### src/rtl/fxp_mult_arbiter.sv
// fxp_mult_arbiter
//   Round-robin arbiter sharing one unsigned fixed-point multiplier between
//   NUM_REQ requesters. The winning lane's operands are multiplied and scaled
//   by 2**-FRAC_W into a single registered response slot tagged with the lane id.
//   Build option FXP_MULT_ROUND_EN: round half up instead of truncating.
//   The rounding form assumes FRAC_W >= 1.

module fxp_mult_arbiter #(
  parameter int NUM_REQ = 4,
  parameter int IN_W    = 4,
  parameter int FRAC_W  = 2
) (
  input  logic                       clk,
  input  logic                       rst,
  input  logic [NUM_REQ-1:0]         req_valid,
  output logic [NUM_REQ-1:0]         req_ready,
  input  logic [NUM_REQ*IN_W-1:0]    req_a,
  input  logic [NUM_REQ*IN_W-1:0]    req_b,
  output logic                       rsp_valid,
  input  logic                       rsp_ready,
  output logic [$clog2(NUM_REQ)-1:0] rsp_id,
  output logic [2*IN_W-1:0]          rsp_product
);

  localparam int ID_W = $clog2(NUM_REQ);
  localparam int PW   = 2 * IN_W;

  typedef enum logic [0:0] {
    IDLE = 1'b0,
    FULL = 1'b1
  } state_t;

  state_t            state_r;
  logic [ID_W-1:0]   rr_ptr_r;

  logic [ID_W:0]     pick_s;
  logic              grant_found_s;
  logic [ID_W-1:0]   grant_idx_s;
  logic              slot_free_s;
  logic              grant_fire_s;
  logic [IN_W-1:0]   lane_a_s;
  logic [IN_W-1:0]   lane_b_s;
  logic [PW-1:0]     product_s;
  logic [ID_W-1:0]   next_ptr_s;

  // Round-robin search from ptr upward with wrap; returns {found, index}.
  function automatic logic [ID_W:0] rr_pick(input logic [NUM_REQ-1:0] valid,
                                            input logic [ID_W-1:0]    ptr);
    logic            found;
    logic [ID_W-1:0] idx;
    int              j;
    found = 1'b0;
    idx   = '0;
    for (int k = 0; k < NUM_REQ; k++) begin
      j = (int'(ptr) + k) % NUM_REQ;
      if (!found && valid[j]) begin
        found = 1'b1;
        idx   = ID_W'(j);
      end else begin
        idx = idx;
      end
    end
    return {found, idx};
  endfunction

  // Full-precision product scaled back to FRAC_W fractional bits.
  function automatic logic [PW-1:0] fxp_scale(input logic [IN_W-1:0] a,
                                              input logic [IN_W-1:0] b);
    logic [PW-1:0] full;
`ifdef FXP_MULT_ROUND_EN
    logic [PW:0]   sum;
`endif
    full = PW'(a) * PW'(b);
`ifdef FXP_MULT_ROUND_EN
    // One extra bit keeps the rounding add from wrapping.
    sum = {1'b0, full} + ((PW+1)'(1) << (FRAC_W - 1));
    return PW'(sum >> FRAC_W);
`else
    return full >> FRAC_W;
`endif
  endfunction

  // Arbitration and operand mux; grant is same-cycle and ignores operand values.
  always_comb begin
    pick_s        = rr_pick(req_valid, rr_ptr_r);
    grant_found_s = pick_s[ID_W];
    grant_idx_s   = pick_s[ID_W-1:0];
    slot_free_s   = (state_r == IDLE) || rsp_ready;
    grant_fire_s  = grant_found_s && slot_free_s && !rst;
    lane_a_s      = req_a[grant_idx_s*IN_W +: IN_W];
    lane_b_s      = req_b[grant_idx_s*IN_W +: IN_W];
    product_s     = fxp_scale(lane_a_s, lane_b_s);
    if (grant_fire_s) begin
      req_ready = NUM_REQ'(1) << grant_idx_s;
    end else begin
      req_ready = '0;
    end
    if (grant_idx_s == ID_W'(NUM_REQ - 1)) begin
      next_ptr_s = '0;
    end else begin
      next_ptr_s = grant_idx_s + ID_W'(1);
    end
  end

  // Response slot FSM, round-robin pointer and registered response outputs.
  always_ff @(posedge clk) begin
    if (rst) begin
      state_r     <= IDLE;
      rr_ptr_r    <= '0;
      rsp_valid   <= 1'b0;
      rsp_id      <= '0;
      rsp_product <= '0;
    end else begin
      if (grant_fire_s) begin
        rr_ptr_r <= next_ptr_s;
      end else begin
        rr_ptr_r <= rr_ptr_r;
      end
      case (state_r)
        IDLE: begin
          if (grant_fire_s) begin
            state_r     <= FULL;
            rsp_valid   <= 1'b1;
            rsp_id      <= grant_idx_s;
            rsp_product <= product_s;
          end else begin
            state_r     <= IDLE;
            rsp_valid   <= 1'b0;
          end
        end
        FULL: begin
          if (grant_fire_s) begin
            // Downstream takes the old result while the new one loads.
            state_r     <= FULL;
            rsp_valid   <= 1'b1;
            rsp_id      <= grant_idx_s;
            rsp_product <= product_s;
          end else if (rsp_ready) begin
            state_r     <= IDLE;
            rsp_valid   <= 1'b0;
          end else begin
            state_r     <= FULL;
            rsp_valid   <= 1'b1;
          end
        end
        default: begin
          state_r   <= IDLE;
          rsp_valid <= 1'b0;
        end
      endcase
    end
  end

endmodule

### config.mk
export PLATFORM = sky130hd
export DESIGN_NAME = fxp_mult_arbiter
export DESIGN_NICKNAME = d
export VERILOG_FILES = /design/src/rtl/fxp_mult_arbiter.sv
export SDC_FILE = /design/constraint.sdc
export NUM_CORES = 1
export LEC_CHECK = 0
export ABC_CLOCK_PERIOD_IN_PS = 8510
export CORE_UTILIZATION = 45
export DETAILED_ROUTE_END_ITERATION = 10
export PLACE_DENSITY = 0.86
export SLEW_MARGIN = 15
export SYNTH_ARGS = -nofsm -noshare
export SYNTH_HDL_FRONTEND = slang
export SYNTH_SLANG_ARGS = --single-unit
### constraint.sdc
create_clock -name clk -period 8.51 [get_ports clk]
set_input_delay 1.702 -clock clk [delete_from_list [all_inputs] [get_ports clk]]
set_output_delay 1.702 -clock clk [all_outputs]
set_load 0.01 [all_outputs]
[Yosys cells after proc, flatten, opt, wreduce, memory -nomap -nowiden]
Index checks and enable logic that the tools add are counted.
W data, S select, Z words.
Operators by class
  add/sub/neg operators: 4
  multipliers: 1
  order comparisons: 4
  eq/ne operators: 1
  shifts and indexed selects: 3
  mux-type cells: 27
  bitwise logic cells: 4
  reductions and logical operators: 13
Operators with widths (number)
  $shiftx A16 B5 Y4: 2
  $mux W1: 14
  $lt A3 B4 Y1 const B: 3
  $mux W2: 6
  $bmux W1 S2: 4
  $mul A4 B4 Y8: 1
  $mux W8: 1
  $reduce_or A2 Y1: 3
  $logic_and A1 B1 Y1: 5
  $add A2 B1 Y2 const B: 2
  $add A2 B2 Y2 const B: 2
  $logic_not A1 Y1: 4
  $mux W4: 1
  $shl A1 B2 Y4 const A: 1
  $and A1 B1 Y1 const A: 3
  $lt A2 B3 Y1 const B: 1
  $eq A2 B2 Y1 const B: 1
  $pmux W1 S2: 1
  $logic_or A1 B1 Y1: 1
  $not A1 Y1: 1
Storage, ports and cells
  bits in registers: 13
  output and inout port bits: 15
  word-level logic and storage cells: 61

[Longest topological paths before layout]
  depth after elaboration: 18
  depth in mapped cells: 16
  depth with buffers taken out: 16

[Least setup slack after synthesis]
Ideal clock, no wire load.
  path kind: input to register
  start: input req_valid[0]
  end: register rsp_product[5]
  arrival: 5.308 ns
  required time: 8.390 ns
  setup slack: 3.082 ns
  stages: 15
  cells stage by stage: nor2b_1 -> or4b_4 -> nand2_1 -> buf_6 -> a211oi_2 -> or3_1 -> fa_1 -> fa_1 -> inv_1 -> ha_1 -> a21o_1 -> a21o_1 -> a21oi_1 -> nor4b_1 -> a211o_1
On the way
  cells in the longest elaborated chain, start to end: 15
  elaborated cells on any way between the ends: 31
  those cells by class: mul: 1; shift: 2; mux: 20; reduce/logical: 8
RTL lines
  start: declaration: RTL line 15  | input logic [NUM_REQ-1:0] req_valid,
  $bmux W1 S2: RTL line 56  | if (!found && valid[j]) begin
  $mux W1 (not written as such): RTL line 56
  $mux W1: RTL line 56
  $logic_not A1 Y1: RTL line 56
  $logic_and A1 B1 Y1: RTL line 56
  $mux W1: RTL line 56
  $logic_not A1 Y1: RTL line 56
  $logic_and A1 B1 Y1: RTL line 56
  $mux W1: RTL line 56
  $logic_not A1 Y1: RTL line 56
  $logic_and A1 B1 Y1: RTL line 56
  $mux W2 *: RTL line 56
  via grant_idx_s[0]: RTL line 38  | logic [ID_W-1:0] grant_idx_s;
  $shiftx A16 B5 Y4 (on tied branches): RTL line 90, 91
  $mul A4 B4 Y8 *: RTL line 73  | full = PW'(a) * PW'(b);
  $mux W8 *: RTL line 121, 132
  end signal: assignment: RTL line 125  | rsp_product <= product_s;
  end signal: assignment: RTL line 137  | rsp_product <= product_s;
  end: declaration: RTL line 22  | output logic [2*IN_W-1:0] rsp_product
The timed path passes the listed nets; every way through them passes the cells marked *. The select of a mux whose other input is x is not followed.
A chain may end at the register's enable or synchronous reset.

[Worst setup path in the final report]
  start: input req_valid[3]
  end: output req_ready[2]
On the way
  cells in the longest elaborated chain, start to end: 15
  elaborated cells on any way between the ends: 29
  those cells by class: shift: 1; mux: 20; reduce/logical: 8
RTL lines
  $bmux W1 S2: RTL line 56
  $mux W1 (not written as such): RTL line 56
  $mux W1: RTL line 56
  $logic_not A1 Y1: RTL line 56
  $logic_and A1 B1 Y1: RTL line 56
  $mux W1: RTL line 56
  $logic_not A1 Y1: RTL line 56
  $logic_and A1 B1 Y1: RTL line 56
  $mux W1: RTL line 56
  $logic_not A1 Y1: RTL line 56
  $logic_and A1 B1 Y1: RTL line 56
  $mux W1: RTL line 56
  $logic_and A1 B1 Y1 (2 in series): RTL line 89  | grant_fire_s = grant_found_s && slot_free_s && !rst;
  $mux W4 *: RTL line 93  | if (grant_fire_s) begin
  end: declaration: RTL line 16  | output logic [NUM_REQ-1:0] req_ready,
Every way passes the cells marked *; elsewhere a longest branch is shown, timed or not. The select of a mux whose other input is x is not followed.

==> impl_summary.txt <==
----------------------------------------------------
[Status]
  Outcome ... completed

[Floorplan]
  Die span in x ... a little under 60 microns
  Area enclosed by the die boundary ... 3530 sq um
  Number of standard-cell rows in the floorplan ... 20
  Boundary pin count ... between 50 and 60
  Area of the core ... 3100 sq um
  Initial Utilization ... 0.479
  Height of the chip ... between 50 and 60 microns

[Routing]
  First-pass DRT Iterations ... 5
  Antenna viol nets, final ... 0
  Iteration-0 DRC Markers ... between 70 and 80
  Vias after detailed routing ... 1,459
  Final wirelength ... 3680 microns
  Remaining design rule violation count ... 0
  Via-to-Cell Ratio ... roughly 5.6
  Mean routed wirelength per cell ... 14.1 microns

[STA]
  Worst Tran Pin Value ... 0.698 ns
  Final clock skew ... 0.00476 ns
  Final hold violations ... 0
  Worst hold-check slack ... 0.467 ns
  Worst Slack Setup Final ... between 2 and 2.5 ns
  Final period util ... 0.757
  Number of setup violations in the final report ... 0
  Tightest slew margin relative to the limit ... 0.532
  Max Slew Vio Count ... 0
  Unrepaired setup endpoints after global routing ... no
  Total Negative Setup Slacks ... 0 ns
  Post-layout minimum cycle time ... ~6.4 ns
  Maximum clock frequency ... 0.155 GHz

[Placement]
  Post-DP HPWL ... approximately 2800 microns
  Setup Slack @ Placement ... around 1.8 ns
  Number of placed cells counting well taps ... 258
  Routability Congestion ... between 0.8 and 0.9
  Port-buffer cells ... 51

[Cells and area]
  Leading cell types in the layout, fill and taps excluded ... clkdlybuf4s50_1, and3_1, ha_1
  Number of nets in the layout ... 277
  Fin cells ... 262
  Number of antenna cells inserted ... 0
  Layout cells sized above 1 ... 0.101
  P&R area growth vs syn ... 35.3%
  Filler cell count in the final layout ... roughly 290
  Most common cell after layout, fill and taps aside ... clkdlybuf4s50_1

[Yosys]
  XOR/XNOR share of the synthesized area ... 0.0177
  Number of distinct library cells after synthesis ... 40
  Most used flip-flop cell after synthesis ... dfxtp_1
  Proportion of synthesized area in mux cells ... 0
  Seq/Total Area, Yosys ... 0.148
  Cells after Synth ... 173
  Synthesized-area fraction occupied by and/or/nand/nor cells ... 0.345
  Combined area of all synthesized cells ... about 1500 sq um
  Largest family of logic cells by synthesized area ... simple AND/OR/NAND/NOR gates
  Share of synthesized registers carrying an async set or reset ... 0
  Fraction of the mapped netlist area in compound gates ... 0.235
  Adder-cell share of the synthesized area ... 0.180
  Yosys warning total ... 0
  Number of synthesized flops with an enable pin ... 0
  Synth Register Bits ... 11
  Post-synthesis area per instance ... 8.58 sq um

[Worst setup path]
  Chain of cells forming the critical path ... clkdlybuf4s50_1 -> or2_2 -> nand4b_1 -> nand2_1 -> inv_1 -> ha_1 -> and2_1 -> clkdlybuf4s50_1
  CP required ... roughly 6.8 ns
  Worst Path Arrival ... roughly 4.7 ns
  Reg-to-reg critical path startpoint ... rr_ptr_r[0]$_SDFFE_PP0P_
  End point of the critical path ... req_ready[2]
  Reg2Reg Setup Slack ... about 3.7 ns
  Startpoint Class ... input port
  Worst R2R End ... rsp_product[5]$_SDFFE_PP0P_
  Path length in cells of the critical path ... 8
  Max stage delay on crit path ... 0.70 ns
  Worst path top cell family by delay ... simple AND/OR/NAND/NOR gates
  Worst path bufs/invs ... 3
  Beginning of the critical path ... req_valid[3]
  Critical path class ... input port to primary output
  R2R cell count ... 14
  Cell repeated most along the worst path ... clkdlybuf4s50_1
  Worst path slowest cell ... nand2_1
  Critical path peak fanout ... 21
  Category of the worst setup path capture point ... primary output

[CTS]
  H-tree depth ... 1
  Number of resized instances in the post-cts repair step ... 0
  Number of buffers inserted by post-CTS setup repair ... 0
  Clock insertion delay at the later pin of the skew report ... 0.28 ns
  Clock-pin slew reported for the worst setup and hold paths after clock tree synthesis ... 0.07 ns
  Total CTS buffers ... 3
  Count of hold buffers inserted by post-cts repair ... 0
  TritonCTS clock tree ... built
  CTS Root Buffer Type ... clkbuf_4
  Number of clock sinks ... 11
  Longest Clk Path Bufs ... 2

[Pwr]
  LEAKAGE ... around 0.00084 uW
  Peak supply drop ... 0.000183 V
  Power density relative to cell area ... approximately 220 nW/um^2
  Final Power ... approximately 450 uW

[Global route]
  Via count of the first global-routing pass ... between 1,000 and 1,500
  Remaining Overflow, GRT ... 0
  First-pass GRT wire length ... 5840 microns
  Largest net degree at the start of global routing ... 22
  Antenna violations before repair ... 0
  Global-route total usage across every layer ... 0.216

[Min path]
  Class of the most critical hold timing path ... flop to flop

[Run]
  Number of max-cap violations ... 0

----------------------------------------------------
flip-flops by register name, indices dropped and copies added (netlist names):
| name | cells |
|---|---|
| state_r | 1 |
| rsp_id | 2 |
| rsp_product | 6 |
| rr_ptr_r | 2 |
synthesized netlist by cell type (2+ instances only):
cell,number,area share
inv_1,7,0.018
a21o_1,3,0.015
nor4_1,6,0.025
nand2_1,14,0.035
nor2b_1,3,0.013
buf_6,3,0.023
a211oi_1,2,0.010
o21ai_0,4,0.013
o221ai_1,4,0.024
a21oi_1,4,0.013
clkbuf_1,6,0.015
ha_1,15,0.13
and3_1,15,0.063
or2_2,2,0.0084
nor3_1,5,0.017
a21boi_1,3,0.015
xor2_1,2,0.012
fa_1,4,0.054
or3_1,5,0.021
o32ai_2,3,0.033
buf_4,3,0.015
or4_1,4,0.020
a211oi_2,8,0.067
nand2b_1,4,0.017
nor2_1,6,0.015
nand3b_1,11,0.056
dfxtp_1,11,0.15
and2_1,4,0.017
per-stage QoR:
step	util	area, sq um
after global routing	0.648	2010
after floorplan	-	1490
final	0.648	2010
after detailed placement	0.639	1980
after CTS	0.648	2010
after global placement	0.639	1980
worst min path at each step:
stage | start | endpoint | slack [ns] | depth (start not counted)
2_1_floorplan | rsp_product[3]$_SDFFE_PP0P_ | rsp_product[3]$_SDFFE_PP0P_ | 0.48 | 2
3_3_place_gp | rsp_product[3]$_SDFFE_PP0P_ | rsp_product[3]$_SDFFE_PP0P_ | 0.45 | 2
3_5_place_dp | rsp_product[3]$_SDFFE_PP0P_ | rsp_product[3]$_SDFFE_PP0P_ | 0.46 | 2
4_1_cts | rsp_product[3]$_SDFFE_PP0P_ | rsp_product[3]$_SDFFE_PP0P_ | 0.47 | 2
5_1_grt | rsp_product[3]$_SDFFE_PP0P_ | rsp_product[3]$_SDFFE_PP0P_ | 0.51 | 2
6_report | rsp_product[3]$_SDFFE_PP0P_ | rsp_product[3]$_SDFFE_PP0P_ | 0.47 | 2
kinds of logic (layout without fill, tap and decap cells):
kind of cell / count (synthesis) / after routing
and+or+nand+nor: 84 / 84
buffers and inverters: 19 / 63
AOI/OAI and AO/OA: 36 / 36
other: 1 / 2
xor gates and xnor gates: 3 / 3
DFF: 11 / 11
adders and majority gates: 19 / 19
report_power, final:
group	leakage (uW)	switching (uW)	internal, uW
Clock	0.0000150	19.2	18.2
Sequential	0.0000911	10.3	65.3
Combinational	0.000737	176	160
per-layer routing:
layer	up-vias	GRT usage	wire, microns
li1	737	-	-
met1	649	0.303	1840
met2	70	0.347	1570
met3	3	0.0218	253
met4	0	0.0612	19
met5	-	0	0
cell type report:
cell class | count | area (sq um) | area share
multi-input combinational | 144 | 1160 | 0.579
timing repair buffer | 52 | 518 | 0.258
sequential | 11 | 220 | 0.110
tap | 44 | 55.1 | 0.0274
clock buffer | 4 | 26.3 | 0.0131
inverter | 7 | 26.3 | 0.0131
worst reg2reg max path, stage by stage (launching register included):
cell and delay (ns):
dfxtp_1 0.41, nand2b_1 0.17, nand4b_1 0.57, nand2_1 0.70, a211oi_2 0.18, or3_1 0.44, fa_1 0.52, fa_1 0.56
inv_1 0.07, ha_1 0.29, a21o_1 0.15, a21o_1 0.19, a21oi_1 0.19, nor4b_1 0.08, a211o_1 0.23
Power figures use the tool's default switching activity.
==> patch 1 (same settings) <==
`NUM_REQ`: 4 -> 2.
--- a/src/rtl/fxp_mult_arbiter.sv
+++ b/src/rtl/fxp_mult_arbiter.sv
@@ -8,3 +8,3 @@
 module fxp_mult_arbiter #(
-  parameter int NUM_REQ = 4,
+  parameter int NUM_REQ = 2,
   parameter int IN_W    = 4,
Interface: changed (5 resized); port bits go from 54 to 33. No check against the original RTL was run, so the function may have changed too.
==> patch 1 against the unedited design <==
- global-route usage shrank 0.71 points
- total power is 64% lower
- routed wire length down 44%
- worst setup slack better by 0.58 ns
- synthesized area is 38% lower
- cell area down 38%
- sequential cell count decreased by 2
- first-iteration DRC count fell by 95%
- via count is 38% lower
- largest power group unchanged
==> patch 1: results <==
[outcome]
outcome = "finished clean"

[power_and_ir_drop]
leakage_nw = 0.5762
pwr-share-seq_pct = 31.2
power.total_mw = 0.1638
switching_share_pct = 34.19
peakVddDrop_uv = 74.01

[placed_design]
io_buffers = 30
gp_congestion = 0.8194
dp_hpwl_mm = 1.800

[global_route]
use_met1_pct = 22.30
grt_start_max_net_pins = 25
gr-usage-met3_pct = 1.154
use_met2_pct = 42.19
grt_pass1_vias = 859
grt_pass1_wl_mm = 3.325
track_usage_pct = 20.86

[clocking]
clock_latency_ns = 0.25
cts_setup_buffers = 0
cts_root_buf = "clkbuf_4"

[sta]
slew_headroom_pct = 36.90
fin_worst_skew_ns = 0.001627

[detailed_routing]
drtPass1Iterations = 4
dr_wl_met2_mm = 1.138
wl_met3_um = 90
vias = 903
highest_layer = "met3"
wirelength_mm = 2.068

[critical_path]
critical_path.max_fanout = 24
cp.arrival_ns = 6.00
timing.rr.start = "rr_ptr_r$_SDFFE_PP0P_"
r2r_cells = 12
critPathSlowestCell = "o21ai_2"
cpPeakStageDelay_ns = 0.72
cpLargestDelayFamily = "adder cells"
timing.reg2reg.setup_slack_ns = 4.32

[final_layout]
layout.nets = 180
largest_reg_flops = 6
num-fill-cells = 181
drive_above_1_share_pct = 8.392

[synth]
yosysSeqAreaShare_pct = 19.43
synth_common_cells = "11 x ha_1, 10 x inv_1, 10 x nand2_1, 10 x nor2_1"
synthTopCellsByArea = "dfxtp_1 19%, ha_1 15%, fa_1 8.6%"

[worst_hold_path]
min_from = "rsp_product[0]$_SDFFE_PP0P_"
holdPathEnd = "rsp_product[0]$_SDFFE_PP0P_"
## patch 1: cell types whose count changed after synthesis, moves of 6 or more
cell / delta
and3_1: -15
nand3b_1: -11
a211oi_2: -8
nand3_1: +8
clkbuf_1: -6
mux2i_1: +6
## patch 1: worst max-delay path by stage
| stage | from | to | slack, ns | cells after the start |
|---|---|---|---|---|
| detailed placement | req_valid[0] | rsp_product[4]$_SDFFE_PP0P_ | 2.40 | 14 |
| global placement | req_valid[0] | rsp_product[4]$_SDFFE_PP0P_ | 2.55 | 14 |
| floorplan | req_valid[0] | rsp_product[4]$_SDFFE_PP0P_ | 3.63 | 13 |
| finish | req_valid[0] | rsp_product[4]$_SDFFE_PP0P_ | 2.65 | 14 |
| global route | req_valid[0] | rsp_product[4]$_SDFFE_PP0P_ | 2.39 | 14 |
| CTS | req_valid[0] | rsp_product[4]$_SDFFE_PP0P_ | 2.67 | 14 |
## patch 1: kinds of logic after synthesis
family / count (synthesis) / synth area share [%]
mux: 6 / 6.478
simple gates: 42 / 23.62
xor+xnor: 2 / 1.890
compound gates: 23 / 16.19
other cells: 1 / 0.4045
flops: 9 / 19.43
fa+ha+maj: 15 / 23.48
buf+inv: 15 / 8.502
## patch 1: area by class of cell
cell class                 count  area, um^2  area share [%]
inverter                      10       37.54           3.003
clock buffer                   4       26.28           2.102
sequential                     9       180.2           14.41
tap                           27       33.78           2.703
multi-input combinational     90       671.9           53.75
timing repair buffer          30       300.3           24.02
## patch 1: per-stage QoR
step           area [um^2]  hold slack, ns  std cells  setup WS, ns
3_3_place_gp          1224          0.4557        166         2.546
3_5_place_dp          1224          0.4641        166         2.402
4_1_cts               1250          0.4745        170         2.673
2_1_floorplan        930.9          0.4783        114         3.634
6_report              1250          0.4720        170         2.650
5_1_grt               1250          0.4911        170         2.393
==> patch 2 (same settings) <==
Made on the original files. Make the reset (`rst`) asynchronous in one clocked block.
--- a/src/rtl/fxp_mult_arbiter.sv
+++ b/src/rtl/fxp_mult_arbiter.sv
@@ -105,3 +105,3 @@
   // Response slot FSM, round-robin pointer and registered response outputs.
-  always_ff @(posedge clk) begin
+  always_ff @(posedge clk or posedge rst) begin
     if (rst) begin
Formal check against the unedited RTL: differs if rst is asserted again (counterexample within 4 cycles, from zero or initial values and one cycle with rst high); with rst held inactive, the same outputs for 10 cycles.
==> patch 2 against the unedited design <==
- global-route usage decreased by 0.068 points
- sequential power increased by 20%
- total power increased by 52%
- worst setup slack improved by 0.28 ns
- synthesized area increased by 8.1%
- cell area increased by 5.4%
- sequential share of layout area increased by 2.0 points
- routed wire length increased by 3.6%
- first-iteration DRC count increased by 9.6%
- sequential cell count unchanged
==> patch 2: results <==
[worst_hold_path]
holdPathEnd = "rsp_product[4]$_DFFE_PP0P_"
min_from = "rsp_product[4]$_DFFE_PP0P_"

[synth]
synth_ff_type = "dfrtp_1"
synth_common_cells = "22 x nand2_1, 15 x ha_1, 12 x and3_1"
syn_inst = 175
yosysSeqAreaShare_pct = 17.15
ys_types = 49
async_reset_ff_share_pct = 100.0

[power_and_ir_drop]
p_switching_mw = 0.3252
peakVddDrop_uv = 201.1
leakage_nw = 0.9162

[critical_path]
critPathSlowestCell = "clkdlybuf4s50_1"
timing.rr.start = "rr_ptr_r[1]$_DFFE_PP0P_"
cp.arrival_ns = 6.31
cpPeakStageDelay_ns = 0.57
r2r_cells = 13
r2r-end = "rsp_product[5]$_DFFE_PP0P_"
timing.reg2reg.setup_slack_ns = 3.99

[sta]
fmax_mhz = 162.3
hold_slack_ns = 0.4837
fin_worst_skew_ns = 0.001598

[global_route]
track_usage_pct = 21.50
use_met1_pct = 29.72
gr-usage-met3_pct = 1.863
grt_pass1_wl_mm = 6.051
grt_pass1_vias = 1379

[final_layout]
multi_input_cells = 146
clk_share_pct = 1.241
layout.nets = 279
inverters = 8
non_clock_buffer_count = 51
drive_above_1_share_pct = 16.82
multi_input_area_um2 = 1217
fin_area_um2 = 2117
num-fill-cells = 307

[detailed_routing]
first_iter_violations = 80
routedWlPerCell_um = 14.35
via_per_inst = 5.481
drtPass1Iterations = 4

[outcome]
outcome = "finished clean"

[placed_design]
dp_hpwl_mm = 2.991
gp_congestion = 0.9611
post-place-ws_ns = 2.079

[clocking]
clock_latency_ns = 0.26
==> patch 2: power groups by stage <==
stage	combinational (mW)	clock, mW	sequential (mW)
after detailed placement	0.561	0	0.0916
final	0.555	0.0345	0.0911
after global routing	0.628	0.0372	0.0935
after global placement	0.543	0	0.0913
after CTS	0.563	0.0358	0.0909
after floorplan	0.430	0	0.0927
==> patch 2: kinds of logic after synthesis <==
group | count (synthesis) | synth area share (%)
and+or+nand+nor | 84 | 32.58
AOI/OAI and AO/OA | 38 | 24.47
buffers and inverters | 19 | 7.249
adders and majority gates | 19 | 16.68
DFF | 11 | 17.15
xor gates and xnor gates | 3 | 1.637
other | 1 | 0.2336
==> patch 2: worst min-delay path: cells and delay by family, from the launching register on <==
kind | cells | cell delay [ns]
DFF | 1 | 0.34
AOI/OAI and AO/OA | 1 | 0.06
and+or+nand+nor | 1 | 0.05
==> patch 2: metal layers <==
metal	wire length, um	up-vias
met5	0	-
met4	36	0
met3	224	4
met2	1698	46
met1	1857	669
li1	-	739
